File: config.mk
export PLATFORM = sky130hd
export DESIGN_NAME = translator_bank_scanner
export DESIGN_NICKNAME = d
export VERILOG_FILES = /design/src/rtl/translator_bank_scanner.sv
export SDC_FILE = /design/constraint.sdc
export NUM_CORES = 1
export LEC_CHECK = 0
export ABC_AREA = 1
export BUFFER_PORTS_ARGS = -buffer_cell sky130_fd_sc_hd__buf_2
export CAP_MARGIN = 5
export CORE_MARGIN = 10
export CORE_UTILIZATION = 45
export CTS_BUF_LIST = sky130_fd_sc_hd__clkbuf_8
export DETAILED_ROUTE_END_ITERATION = 16
export HOLD_SLACK_MARGIN = 0.15
export PLACE_DENSITY_LB_ADDON = 0.3
export SETUP_SLACK_MARGIN = 0.15
export SYNTH_ARGS = -nofsm -noshare
export SYNTH_HDL_FRONTEND = slang
export SYNTH_SLANG_ARGS = --single-unit
File: constraint.sdc
create_clock -name clk -period 4.6 [get_ports clk]
set_input_delay 0.69 -clock clk [delete_from_list [all_inputs] [get_ports clk]]
set_output_delay 0.69 -clock clk [all_outputs]
set_load 0.01 [all_outputs]
File: src/rtl/translator_bank_scanner.sv
// Walks the translator banks one at a time: enable, settle, sample against an expected pattern,
// then break-before-make to the next bank. Accumulates a per-bank fail mask and an error-bit count.
module translator_bank_scanner #(
    parameter int unsigned NUM_BANKS     = 8,
    parameter int unsigned BANK_W        = 7,
    parameter int unsigned SETTLE_CYCLES = 64,
    parameter int unsigned ERR_W         = 6
) (
    input  logic                        clk,
    input  logic                        rst_n,
    input  logic                        start,
    input  logic [BANK_W-1:0]           expected,
    input  logic [NUM_BANKS*BANK_W-1:0] data_bit,
    output logic [NUM_BANKS-1:0]        enable_bit,
    output logic                        busy,
    output logic                        done,
    output logic                        pass,
    output logic [NUM_BANKS-1:0]        fail_mask,
    output logic [2:0]                  bank_idx,
    output logic [ERR_W-1:0]            err_count
);

    localparam logic [2:0] StIdle   = 3'd0;
    localparam logic [2:0] StSettle = 3'd1;
    localparam logic [2:0] StSample = 3'd2;
    localparam logic [2:0] StGap    = 3'd3;
    localparam logic [2:0] StDone   = 3'd4;

    localparam logic [15:0] SettleLoad = 16'(SETTLE_CYCLES - 1);
    localparam logic [2:0]  LastBank   = 3'(NUM_BANKS - 1);

    logic [2:0]                  state_q, state_d;
    logic [15:0]                 cnt_q, cnt_d;
    logic [2:0]                  bank_q, bank_d;
    logic [NUM_BANKS-1:0]        en_q, en_d;
    logic                        busy_q, busy_d;
    logic                        done_q, done_d;
    logic                        pass_q, pass_d;
    logic [NUM_BANKS-1:0]        fail_q, fail_d;
    logic [ERR_W-1:0]            err_q, err_d;
    logic [NUM_BANKS*BANK_W-1:0] sync1_q, sync2_q;
    logic [BANK_W-1:0]           mm;

    function automatic logic [ERR_W-1:0] popcount(input logic [BANK_W-1:0] v);
        logic [ERR_W-1:0] c;
        c = '0;
        for (int i = 0; i < BANK_W; i++) begin
            c = c + ERR_W'(v[i]);
        end
        return c;
    endfunction

    // Pins come from another clock domain's world; the settle time absorbs this latency.
    always_ff @(posedge clk or negedge rst_n) begin
        if (!rst_n) begin
            sync1_q <= '0;
            sync2_q <= '0;
        end else begin
            sync1_q <= data_bit;
            sync2_q <= sync1_q;
        end
    end

    always_comb begin
        mm = sync2_q[bank_q*BANK_W +: BANK_W] ^ expected;
    end

    always_comb begin
        state_d = state_q;
        cnt_d   = cnt_q;
        bank_d  = bank_q;
        en_d    = en_q;
        busy_d  = busy_q;
        done_d  = 1'b0;
        pass_d  = pass_q;
        fail_d  = fail_q;
        err_d   = err_q;
        case (state_q)
            StIdle: begin
                if (start) begin
                    fail_d  = '0;
                    err_d   = '0;
                    bank_d  = '0;
                    en_d    = NUM_BANKS'(1);
                    busy_d  = 1'b1;
                    cnt_d   = SettleLoad;
                    state_d = StSettle;
                end
            end
            StSettle: begin
                if (cnt_q == 16'd0) begin
                    state_d = StSample;
                end else begin
                    cnt_d = cnt_q - 16'd1;
                end
            end
            StSample: begin
                if (mm != '0) begin
                    fail_d[bank_q] = 1'b1;
                end
                err_d   = err_q + popcount(mm);
                en_d    = '0;
                state_d = StGap;
            end
            StGap: begin
                if (bank_q == LastBank) begin
                    done_d  = 1'b1;
                    // fail_mask is final here, so pass is valid alongside the done pulse.
                    pass_d  = (fail_q == '0);
                    state_d = StDone;
                end else begin
                    bank_d  = bank_q + 3'd1;
                    en_d    = NUM_BANKS'(1) << (bank_q + 3'd1);
                    cnt_d   = SettleLoad;
                    state_d = StSettle;
                end
            end
            StDone: begin
                busy_d  = 1'b0;
                state_d = StIdle;
            end
            default: begin
                en_d    = '0;
                busy_d  = 1'b0;
                state_d = StIdle;
            end
        endcase
    end

    always_ff @(posedge clk or negedge rst_n) begin
        if (!rst_n) begin
            state_q <= StIdle;
            cnt_q   <= '0;
            bank_q  <= '0;
            en_q    <= '0;
            busy_q  <= 1'b0;
            done_q  <= 1'b0;
            pass_q  <= 1'b0;
            fail_q  <= '0;
            err_q   <= '0;
        end else begin
            state_q <= state_d;
            cnt_q   <= cnt_d;
            bank_q  <= bank_d;
            en_q    <= en_d;
            busy_q  <= busy_d;
            done_q  <= done_d;
            pass_q  <= pass_d;
            fail_q  <= fail_d;
            err_q   <= err_d;
        end
    end

    assign enable_bit = en_q;
    assign busy       = busy_q;
    assign done       = done_q;
    assign pass       = pass_q;
    assign fail_mask  = fail_q;
    assign bank_idx   = bank_q;
    assign err_count  = err_q;

endmodule

; Word level (Yosys, flattened, before mapping)
; Index checks and enable logic that the tools add are counted.
[totals]
ff_bits = 159
[op_classes]
magnitude_cmp = 2
n_mul = 1
shift = 2
reduce_logical = 18
addsub = 9
eq_ne = 10
muxes = 25
bitwise = 4
[ops]
columns = op, n
row1 = $shiftx 56x7->7, 1
row2 = $mux 16, 3
row3 = $pmux 16 s3, 1
row4 = $mux 8, 4
row5 = $pmux 8 s3, 1
row6 = $logic_not 16->1, 1
row7 = $pmux 8 s2, 1
row8 = $sub 16x1->16 const B, 1
row9 = $mux 3, 5
row10 = $pmux 3 s4, 1
row11 = $pmux 6 s2, 1
row12 = $ne 2x2->1 const B, 5
row13 = $reduce_and 3->1, 3
row14 = $logic_not 8->1, 1
row15 = $or 8x8->8, 1
row16 = $reduce_and 2->1, 4
row17 = $shl 1x3->8 const A, 1
row18 = $reduce_bool 7->1, 1
row19 = $xor 7x7->7, 1
row20 = $add 5x1->6, 1
row21 = $add 6x1->6, 1
row22 = $add 6x6->6, 1
row23 = $eq 3x2->1 const B, 2
row24 = $eq 3x3->1 const B, 2
row25 = other kinds (22), 27

; Logic depth before layout (Yosys ltp)
; Gate-level depths: netlist of the first run.
[logic_depth]
ltp_word = 11
depth_mapped = 23
depth_no_buf = 22

; Worst setup path after synthesis of the first run
; OpenSTA, ideal clock, no wires.
[synth_path]
kind = register -> register
startpoint = register bank_q[0] (netlist: bank_idx[0])
endpoint = register err_q[4] (netlist: err_count[4])
period_less_slack_ps = 4148
setup_slack_ps = 452
stages_incl_launch_ff = 22
t_arrival_ps = 4085
path_buffers = 2
required_time_ps = 4537
setup_ps = 63
path_cell_list = dfrtp_1 -> buf_6 -> buf_4 -> o211ai_1 -> nand2_1 -> nor2_1 -> nand2_1 -> nand2_1 -> inv_1 -> fa_1 -> fa_1 -> inv_1 -> fa_1 -> inv_1 -> ha_1 -> fa_1 -> nand2_1 -> inv_1 -> o21ai_0 -> a21oi_1 -> mux2_2 -> inv_1
[synth_between]
elab_chain_len = 11
[synth_lines]
columns = item, line
row1 = "start, declared", 34  ; logic [2:0] bank_q, bank_d;
row2 = "start signal, assigned", 144  ; bank_q <= bank_d;
row3 = $mul 3x3->6 *, 65  ; mm = sync2_q[bank_q*BANK_W +: BANK_W] ^ expected;
row4 = $shiftx 56x7->7 *, 65
row5 = $xor 7x7->7 *, 65
row6 = $add 1x1->2, 48  ; c = c + ERR_W'(v[i]);
row7 = $add 2x1->3, 48
row8 = $add 3x1->4, 48
row9 = $add 4x1->5, 48
row10 = $add 5x1->6, 48
row11 = $add 6x1->6 *, 48
row12 = $add 6x6->6 *, 101  ; err_d = err_q + popcount(mm);
row13 = $pmux 6 s2 *, 78  ; case (state_q)
row14 = "end signal, assigned", 150  ; err_q <= err_d;
row15 = "end, declared", 40  ; logic [ERR_W-1:0] err_q, err_d;
; Mark *: on every way between the ends. The rest lies on a longest branch, timed or not.
; A chain may end at the register's enable or synchronous reset.

; Worst setup path after layout of the first run
; Same ends and word-level chain as after synthesis.

==> flow_summary_export.csv, run 1 <==
group,metric,value,unit
timing,setup_viol,0,
grt,antenna_found_initial,3,
timing,max_freq,238,MHz
timing,slew_viol_final,0,
setup_path,reg2reg_slack,410,ps
clocking,clk_path_buf_depth,2,
clocking,cts_made_buffers,17,
clocking,clk_latency,460,ps
synth,yosysWarnings,0,
synth,ys_types,34,
clocking,clkSlewWorstSetupHoldPaths,90,ps
synth,synth-seq-cells,159,
timing,rsz0062_at_grt,"no",
power_and_ir_drop,vdd_drop_max,0.358,mV
setup_path,path_max_fanout,7,
run_status,status,"completed",
setup_path,crit_arrival,4600,ps
synth,yosysSeqAreaShare,0.640,
clocking,cts.sinks,159,
floorplanning,initial_core_util,0.464,
placed_design,dpl.hpwl,9470,um
timing,hold_viol_final,0,
grt,overflow,0,
grt,grt_pass1_vias,4562,
floorplanning,fp.dieH,138,um
timing,finalCriticalPeriod,4190,ps
route,via_per_inst,4.68,
floorplanning,core,13400,um^2
timing,worstMarginPinSlew,784,ps
floorplanning,dieWidth,138,um
final_layout,layout-drive-gt1-share,0.201,
placed_design,placedCellCount,893,
floorplanning,die-area,18900,um^2
route,routed_wl,12700,um
route,dr.pass1.iters,4,
setup_path,crit_type,"register to register",
timing,min_period_over_period,0.912,
timing,relSlewSlack,0.475,
route,via_count,4352,
route,drt_iter0_drc,368,
synth,syn_area_per_cell,9.88,um^2
placed_design,io_buffers,93,
final_layout,areaGrowthSynthToFinish,17.8,%
setup_path,reg2reg_depth,21,
final_layout,final_core_util,0.546,
power_and_ir_drop,p_leak,3.78,nW
clocking,tritoncts,"yes",
timing,whs,254,ps
min_path,min_path_type,"input port to async pin",
synth,syn-num-nets,713,
route,post-route-drc-count,0,
setup_path,r2r-start,"bank_idx[0]",
clocking,cts_max_level,4,
final_layout,nNetsFinal,823,
grt,track_usage,0.146,
final_layout,final_area,7320,um^2
power_and_ir_drop,p_per_area,355,nW/um^2
placed_design,gp_congestion,0.811,
timing,fin_skew,9.54,ps
setup_path,reg2reg_to,"err_count[4]",
placed_design,placed_area,6880,um^2
final_layout,stdcell_count,929,
synth,synth_cells,629,
flow_run,maxCapViolations,0,
clocking,cts_hold_buf,0,
clocking,cts-root-buf,"clkbuf_8",
setup_path,critPathLaunchType,"register",
grt,grt_pass1_wl,21700,um
grt,grt_max_degree,84,
timing,setup_tns,0,ps
route,wire_per_inst,13.7,um
setup_path,worst_setup_path_end_kind,"register",
route,postRouteAntennaNets,0,
synth,syn_area,6220,um^2
setup_path,cp.required,5000,ps
floorplanning,num_rows,42,
floorplanning,num_io_pins,94,
==> cell type report <==
type	instances	area, um^2
Timing Repair Buffer	105	563
Tap cell	176	220
Multi-Input combinational cell	387	1890
Clock buffer	18	248
Antenna cell	1	2.50
Clock inverter	14	153
Fill cell	1213	6080
Sequential cell	159	3980
Inverter	69	262
==> critical path: stages, from the launching register on <==
cell	delay, ps
dfrtp_2	470
clkbuf_2	200
nand2_1	80
o211ai_1	90
nand2_1	90
nor2_1	90
nand2_1	60
nand2_1	80
inv_1	60
fa_1	480
fa_1	550
inv_1	60
fa_1	530
inv_1	40
ha_1	210
fa_1	390
nand2_1	80
inv_1	50
o21ai_1	120
a21oi_1	80
mux2_2	290
inv_1	50
==> metal layers <==
layer / wire [um] / vias up / GRT usage
met2: 5970 / 97 / 0.220
met5: 27 / - / 0
met1: 5780 / 2048 / 0.189
li1: - / 2181 / -
met4: 191 / 4 / 0.0609
met3: 721 / 22 / 0.0481
==> how the worst max path moves through the flow <==
stage                 from            to  slack (ps)  depth (start not counted)
3_3_place_gp   bank_idx[0]  err_count[4]         330                         21
4_1_cts        bank_idx[0]  err_count[4]         160                         22
6_report       bank_idx[0]  err_count[4]         410                         21
2_1_floorplan  bank_idx[0]  err_count[4]         450                         21
3_5_place_dp   bank_idx[0]  err_count[4]         180                         22
5_1_grt        bank_idx[0]  err_count[4]         140                         21
==> through the flow <==
stage / power [mW] / setup WS, ps
6_report: 2.60 / 406
3_3_place_gp: 1.62 / 334
5_1_grt: 2.73 / 142
3_5_place_dp: 1.62 / 181
4_1_cts: 2.64 / 164
2_1_floorplan: 1.55 / 452
==> cells in the mapped netlist <==
| library cell | n | area share |
|---|---|---|
| inv_1 | 67 | 0.040 |
| nand3_1 | 36 | 0.029 |
| nor3_1 | 10 | 0.0081 |
| nand3b_1 | 3 | 0.0036 |
| nand2_2 | 1 | 0.0010 |
| nand2_4 | 1 | 0.0018 |
| buf_2 | 6 | 0.0048 |
| nor3b_1 | 1 | 0.0012 |
| xor2_1 | 1 | 0.0014 |
| dfrtp_1 | 159 | 0.64 |
| o21a_1 | 1 | 0.0012 |
| and3_1 | 1 | 0.0010 |
| or2_2 | 1 | 0.0010 |
| clkbuf_1 | 3 | 0.0018 |
| inv_2 | 2 | 0.0012 |
| buf_8 | 1 | 0.0024 |
| xnor2_1 | 3 | 0.0042 |
| nor2_1 | 52 | 0.031 |
| or2_1 | 4 | 0.0040 |
| a21oi_1 | 19 | 0.015 |
| nor4_1 | 1 | 0.0010 |
| nor2_2 | 3 | 0.0030 |
| mux2_2 | 2 | 0.0036 |
| buf_6 | 3 | 0.0054 |
| o21ai_1 | 1 | 0.00080 |
| o31ai_1 | 4 | 0.0048 |
| o21ai_0 | 22 | 0.018 |
| nor3_2 | 2 | 0.0032 |
| fa_1 | 4 | 0.013 |
| ha_1 | 14 | 0.028 |
| o211ai_1 | 3 | 0.0036 |
| nand2_1 | 196 | 0.12 |
| nand4_1 | 1 | 0.0010 |
| buf_4 | 1 | 0.0012 |
==> state kept, by name, summed over array words and instances, names as in the netlist <==
register	cells
done	1
sync2_q	56
state_q	3
enable_bit	8
pass	1
busy	1
cnt_q	16
bank_idx	3
sync1_q	56
err_count	6
fail_mask	8
==> cells by family (layout without fill, tap and decap cells) <==
logic type | count (synthesis) | in the layout | share of synthesized area
xor gates and xnor gates | 4 | 4 | 0.00564
AOI/OAI and AO/OA | 50 | 50 | 0.0435
DFF | 159 | 159 | 0.640
buffers and inverters | 83 | 206 | 0.0574
and+or+nand+nor | 313 | 313 | 0.209
muxes | 2 | 2 | 0.00362
other | 0 | 1 | 0
adders and majority gates | 18 | 18 | 0.0411
==> what timing repair did <==
item                                    CTS  global route
resized for setup                         0            10
endpoints found under the setup margin    0             2
buffers inserted                          0             3
==> layout by cell type, fill, tap and decap left out, drive strengths merged, types with 12 or more instances in the layout <==
| cell type | n |
|---|---|
| buf | 104 |
| nor2 | 55 |
| a21oi | 19 |
| nor3 | 12 |
| ha | 14 |
| inv | 76 |
| clkbuf | 19 |
| nand2 | 198 |
| dfrtp | 159 |
| nand3 | 36 |
| o21ai | 23 |
==> report_power, final <==
group | internal (mW) | total (mW) | leakage, nW | switching [mW]
logic | 0.0529 | 0.133 | 1.71 | 0.0799
registers | 1.45 | 1.46 | 1.87 | 0.0140
clock network | 0.463 | 1.01 | 0.204 | 0.545
total | 1.96 | 2.60 | 3.78 | 0.639
No activity file was read; power rests on OpenSTA's default activity.
==> run 2: changes to the inputs <==
--- a/config.mk
+++ b/config.mk
@@ -8,12 +8,13 @@
 export ABC_AREA = 1
 export BUFFER_PORTS_ARGS = -buffer_cell sky130_fd_sc_hd__buf_2
 export CAP_MARGIN = 5
+export CORE_ASPECT_RATIO = 1.1
 export CORE_MARGIN = 10
 export CORE_UTILIZATION = 45
 export CTS_BUF_LIST = sky130_fd_sc_hd__clkbuf_8
 export DETAILED_ROUTE_END_ITERATION = 16
 export HOLD_SLACK_MARGIN = 0.15
-export PLACE_DENSITY_LB_ADDON = 0.3
+export PLACE_DENSITY = 0.65
 export SETUP_SLACK_MARGIN = 0.15
 export SYNTH_ARGS = -nofsm -noshare
 export SYNTH_HDL_FRONTEND = slang
==> run 2 against run 1 <==
Net effect: via count shrank 0.57%; power shrank 0.92%; hold slack gained 85 ps; combinational power is essentially flat; clock power is essentially flat; utilization grew 0.22 points; first-iteration DRC count shrank 14%; final cell count grew 1.3%; sequential cell count is the same; maximum frequency shrank 0.36%; critical path type unchanged; critical endpoint unchanged; largest cell class unchanged; largest power group unchanged.
==> flow_summary_export.csv, run 2 (synthesis gave the netlist of run 1 again) <==
group,metric,value,unit
run_status,status,"completed",
timing,rsz0062_at_grt,"no",
power_and_ir_drop,pwr-share-comb,0.052,
route,drt-met1-wl,5740,um
final_layout,areaGrowthSynthToFinish,18.1,%
power_and_ir_drop,p_leak,3.77,nW
setup_path,crit_arrival,4600,ps
final_layout,stdcell_count,941,
grt,overflow,0,
route,highest_layer,"met4",
clocking,clk_latency,450,ps
setup_path,crit_buf_inv,7,
route,postRouteAntennaNets,0,
power_and_ir_drop,p_switching,0.612,mW
placed_design,pre_cts_ws,165,ps
timing,min_period_over_period,0.915,
grt,grt_pass1_vias,4475,
power_and_ir_drop,clockPowerShare,0.381,
floorplanning,initial_core_util,0.465,
floorplanning,core,13400,um^2
floorplanning,dieWidth,132,um
route,routed_wl,12600,um
setup_path,crit_type,"register to register",
timing,fin_skew,10.8,ps
clocking,clk_path_buf_depth,2,
final_layout,nNetsFinal,826,
setup_path,slowest_delay,550,ps
final_layout,reg_top3,"sync1_q x56, sync2_q x56, cnt_q x16",
timing,max_freq,238,MHz
setup_path,worst_setup_path_end_kind,"register",
final_layout,fillCellCount,1238,
setup_path,path_max_fanout,6,
timing,hold_viol_final,0,
floorplanning,fp.dieH,143,um
setup_path,reg2reg_depth,22,
placed_design,dpl.hpwl,9290,um
placed_design,placedCellCount,902,
final_layout,layout-drive-gt1-share,0.204,
timing,relSlewSlack,0.278,
floorplanning,num_rows,44,
min_path,whs_path_depth,1,
placed_design,io_buffers,93,
floorplanning,die-area,18900,um^2
setup_path,cp.required,5000,ps
setup_path,cp_top_family,"adder cells",
floorplanning,num_io_pins,94,
clocking,tritoncts,"yes",
power_and_ir_drop,p_sw_frac,0.238,
clocking,cts_hold_buf,0,
placed_design,gp_congestion,0.835,
route,wl_met3,772,um
clocking,cts_max_level,4,
route,wire_per_inst,13.4,um
grt,antenna_found_initial,2,
route,dr_wl_met2,5840,um
final_layout,mostFrequentLayoutCell,"nand2_1",
route,drt_iter0_drc,316,
power_and_ir_drop,p_seq_frac,0.567,
final_layout,layout_common_cells,"196 x nand2_1, 157 x dfrtp_1, 92 x buf_2",
power_and_ir_drop,p_per_area,351,nW/um^2
timing,setup_viol,0,
route,post-route-drc-count,0,
setup_path,critPathLaunchType,"register",
min_path,min_path_type,"input port to register",
grt,grt_pass1_wl,21100,um
clocking,cts.sinks,159,
route,dr.pass1.iters,7,
flow_run,maxCapViolations,0,
timing,slew_viol_final,0,
timing,setup_slack,391,ps
clocking,cts-root-buf,"clkbuf_8",
setup_path,path_depth,22,
final_layout,final_core_util,0.549,
timing,finalCriticalPeriod,4210,ps
timing,whs,339,ps
power_and_ir_drop,internal_power,1.96,mW
route,via_count,4327,
grt,grt_max_degree,126,
grt,track_usage,0.138,
setup_path,worstPathCellList,"buf_4 > buf_4 > nand2_1 > nand3_1 > nand2_1 > nor2_1 > nand2_1 > nand2_1 > inv_1 > fa_1 > fa_1 > inv_1 > fa_1 > inv_1 > ha_1 > fa_1 > nand2_1 > inv_1 > o21ai_1 > a21oi_1 > mux2_2 > inv_1",
route,via_per_inst,4.60,
timing,worstMarginPinSlew,1080,ps
timing,setup_tns,0,ps
clocking,clkSlewWorstSetupHoldPaths,90,ps
power_and_ir_drop,vdd_drop_max,0.245,mV
clocking,cts_made_buffers,17,
setup_path,crit_slowest_cell,"fa_1",
-- run 2: changes by cell type in the layout (fill, tap and decap cells not counted), sizes merged --
cell	change
buf	+4
clkinv	-3
clkinvlp	+4
diode	+1
inv	-2
-- run 2: power by group through the flow --
stage,logic [mW],clock network (mW),registers [mW]
after CTS,0.137,1.02,1.46
after detailed placement,0.137,0,1.49
final,0.133,0.983,1.46
after floorplan,0.0631,0,1.48
after global placement,0.128,0,1.49
after global routing,0.159,1.07,1.47
-- run 2: final timing paths --
path                               from            end  slack (ps)
min in group asynchronous         rst_n  enable_bit[7]         370
setup / recovery            bank_idx[0]   err_count[4]         390
max in group asynchronous         rst_n    sync2_q[25]        3090
hold / removal             data_bit[17]    sync1_q[17]         340
hold reg to reg             sync1_q[41]    sync2_q[41]         350
setup reg to reg            bank_idx[0]   err_count[4]         390
-- run 2: timing repair --
item,4_1_cts,5_1_grt
setup buffers,0,5
gates resized for setup,1,9
setup endpoints to repair,1,1
-- run 2: per-stage QoR --
stage / power, mW / instance area (um^2)
3_5_place_dp: 1.63 / 6900
4_1_cts: 2.62 / 7280
6_report: 2.58 / 7340
3_3_place_gp: 1.62 / 6900
5_1_grt: 2.70 / 7330
2_1_floorplan: 1.55 / 6220
-- run 2: cell type report --
class | count | area (um^2) | area share
clock inverter | 13 | 126 | 0.0172
antenna | 2 | 5.00 | 0.000682
clock buffer | 19 | 262 | 0.0356
sequential | 159 | 3980 | 0.543
tap | 184 | 230 | 0.0314
timing repair buffer | 108 | 584 | 0.0796
multi-input combinational | 387 | 1890 | 0.257
inverter | 69 | 264 | 0.0360
-- run 2: metal layers --
| layer | track usage | vias up |
|---|---|---|
| li1 | - | 2193 |
| met1 | 0.171 | 1981 |
| met2 | 0.217 | 132 |
| met3 | 0.0467 | 21 |
| met4 | 0.0592 | 0 |
| met5 | 0 | - |
==> run 3: changes to the inputs <==
--- a/config.mk
+++ b/config.mk
@@ -15,6 +15,7 @@
 export DETAILED_ROUTE_END_ITERATION = 16
 export HOLD_SLACK_MARGIN = 0.15
 export PLACE_DENSITY = 0.65
+export RECOVER_POWER = 25
 export SETUP_SLACK_MARGIN = 0.15
 export SYNTH_ARGS = -nofsm -noshare
 export SYNTH_HDL_FRONTEND = slang
==> run 3 against run 2 <==
Net effect: sequential share of layout area about the same; via count unchanged; highest routed layer unchanged; critical path type unchanged; final cell count unchanged; first-iteration DRC count unchanged.
==> flow_summary_export.csv, run 3 (synthesis gave the netlist of run 1 again) <==
group,metric,value,unit
final_layout,layout-drive-gt1-share,0.203,
setup_path,r2r-start,"bank_idx[0]",
route,postRouteAntennaNets,0,
setup_path,crit_slowest_cell,"fa_1",
placed_design,placed_area,6900,um^2
setup_path,reg2reg_to,"err_count[4]",
floorplanning,core,13400,um^2
clocking,clk_latency,450,ps
setup_path,reg2reg_depth,22,
clocking,cts.sinks,159,
clocking,cts_hold_buf,0,
power_and_ir_drop,pwr-share-comb,0.052,
setup_path,path_max_fanout,6,
setup_path,slowest_delay,550,ps
timing,rsz0062_at_grt,"no",
grt,track_usage,0.138,
route,dr.pass1.iters,7,
clocking,tritoncts,"yes",
placed_design,io_buffers,93,
grt,antenna_found_initial,2,
timing,worstMarginPinSlew,1080,ps
grt,overflow,0,
clocking,cts_max_level,4,
timing,relSlewSlack,0.278,
setup_path,worst_setup_path_end_kind,"register",
placed_design,gp_congestion,0.835,
final_layout,mostFrequentLayoutCell,"nand2_1",
floorplanning,num_rows,44,
setup_path,crit_buf_inv,7,
final_layout,layout_common_cells,"196 x nand2_1, 157 x dfrtp_1, 91 x buf_2",
power_and_ir_drop,p_leak,3.77,nW
power_and_ir_drop,p_switching,0.612,mW
final_layout,reg_top3,"sync1_q x56, sync2_q x56, cnt_q x16",
floorplanning,initial_core_util,0.465,
setup_path,critPathLaunchType,"register",
grt,grt_pass1_vias,4475,
min_path,hp-start,"data_bit[17]",
floorplanning,num_io_pins,94,
power_and_ir_drop,power,2.58,mW
clocking,clk_path_buf_depth,2,
setup_path,crit_arrival,4600,ps
power_and_ir_drop,internal_power,1.96,mW
timing,setup_tns,0,ps
placed_design,placedCellCount,902,
timing,finalCriticalPeriod,4210,ps
flow_run,maxCapViolations,0,
power_and_ir_drop,p_per_area,351,nW/um^2
timing,max_freq,238,MHz
setup_path,reg2reg_slack,390,ps
placed_design,dpl.hpwl,9290,um
min_path,min_path_type,"input port to register",
timing,setup_viol,0,
min_path,whs_path_depth,1,
route,routed_wl,12600,um
final_layout,nNetsFinal,826,
grt,grt_max_degree,126,
final_layout,areaGrowthSynthToFinish,18.0,%
power_and_ir_drop,vdd_drop_max,0.245,mV
timing,min_period_over_period,0.915,
clocking,cts_made_buffers,17,
floorplanning,dieWidth,132,um
power_and_ir_drop,clockPowerShare,0.381,
route,via_count,4327,
grt,grt_pass1_wl,21100,um
setup_path,worstPathCellList,"buf_4 > buf_4 > nand2_1 > nand3_1 > nand2_1 > nor2_1 > nand2_1 > nand2_1 > inv_1 > fa_1 > fa_1 > inv_1 > fa_1 > inv_1 > ha_1 > fa_1 > nand2_1 > inv_1 > o21ai_1 > a21oi_1 > mux2_2 > inv_1",
route,via_per_inst,4.60,
route,wire_per_inst,13.4,um
final_layout,stdcell_count,941,
floorplanning,fp.dieH,143,um
power_and_ir_drop,p_seq_frac,0.567,
route,drt_iter0_drc,316,
clocking,clkSlewWorstSetupHoldPaths,90,ps
setup_path,cp_top_family,"adder cells",
timing,fin_skew,10.8,ps
floorplanning,die-area,18900,um^2
power_and_ir_drop,p_sw_frac,0.238,
setup_path,cp.required,5000,ps
timing,slew_viol_final,0,
route,post-route-drc-count,0,
timing,hold_viol_final,0,
min_path,holdPathEnd,"sync1_q[17]",
run_status,status,"completed",
clocking,cts-root-buf,"clkbuf_8",
final_layout,final_area,7340,um^2
setup_path,crit_type,"register to register",
run 3: changes by cell type in the layout (fill, tap and decap cells not counted), sizes merged:
cell    previous run  this run
buf              108       107
clkbuf            19        20
run 3: worst max-delay path by stage:
stage / cells past startpoint / from / slack (ps) / end
after global placement: 19 / bank_idx[0] / 320 / err_count[4]
after floorplan: 21 / bank_idx[0] / 450 / err_count[4]
final: 22 / bank_idx[0] / 390 / err_count[4]
after global routing: 22 / bank_idx[0] / 140 / err_count[4]
after detailed placement: 19 / bank_idx[0] / 170 / err_count[4]
after CTS: 22 / bank_idx[0] / 240 / err_count[4]
run 3: cell type report:
cell class / instances / area, um^2
clock inverters: 13 / 126
repair buffers: 108 / 583
well taps: 184 / 230
clock buffers: 19 / 262
diodes: 2 / 5.00
flip-flops and latches: 159 / 3980
inverters: 69 / 264
multi-input cells: 387 / 1890
fillers: 1239 / 6040
run 3: through the flow:
stage	util	setup WS, ps	hold slack, ps
floorplan	-	452	331
global placement	0.515	324	334
detailed placement	0.515	165	335
CTS	0.545	240	292
global route	0.548	141	307
finish	0.548	391	339
run 3: timing repair:
item	in CTS	in global routing
buffers inserted	0	5
pin swaps	0	0
resized for setup	1	9
setup endpoints to repair	1	1
run 3: routing by layer:
| metal | up-vias | track usage | share of wire |
|---|---|---|---|
| li1 | 2193 | - | - |
| met1 | 1981 | 0.171 | 0.46 |
| met2 | 132 | 0.217 | 0.46 |
| met3 | 21 | 0.0467 | 0.061 |
| met4 | 0 | 0.0592 | 0.018 |
| met5 | - | 0 | 0 |
run 3: power groups by stage:
| stage | logic (mW) | clock network [mW] | registers, mW |
|---|---|---|---|
| after floorplan | 0.0631 | 0 | 1.48 |
| after global placement | 0.128 | 0 | 1.49 |
| after detailed placement | 0.137 | 0 | 1.49 |
| after CTS | 0.137 | 1.02 | 1.46 |
| after global routing | 0.159 | 1.07 | 1.47 |
| final | 0.133 | 0.983 | 1.46 |
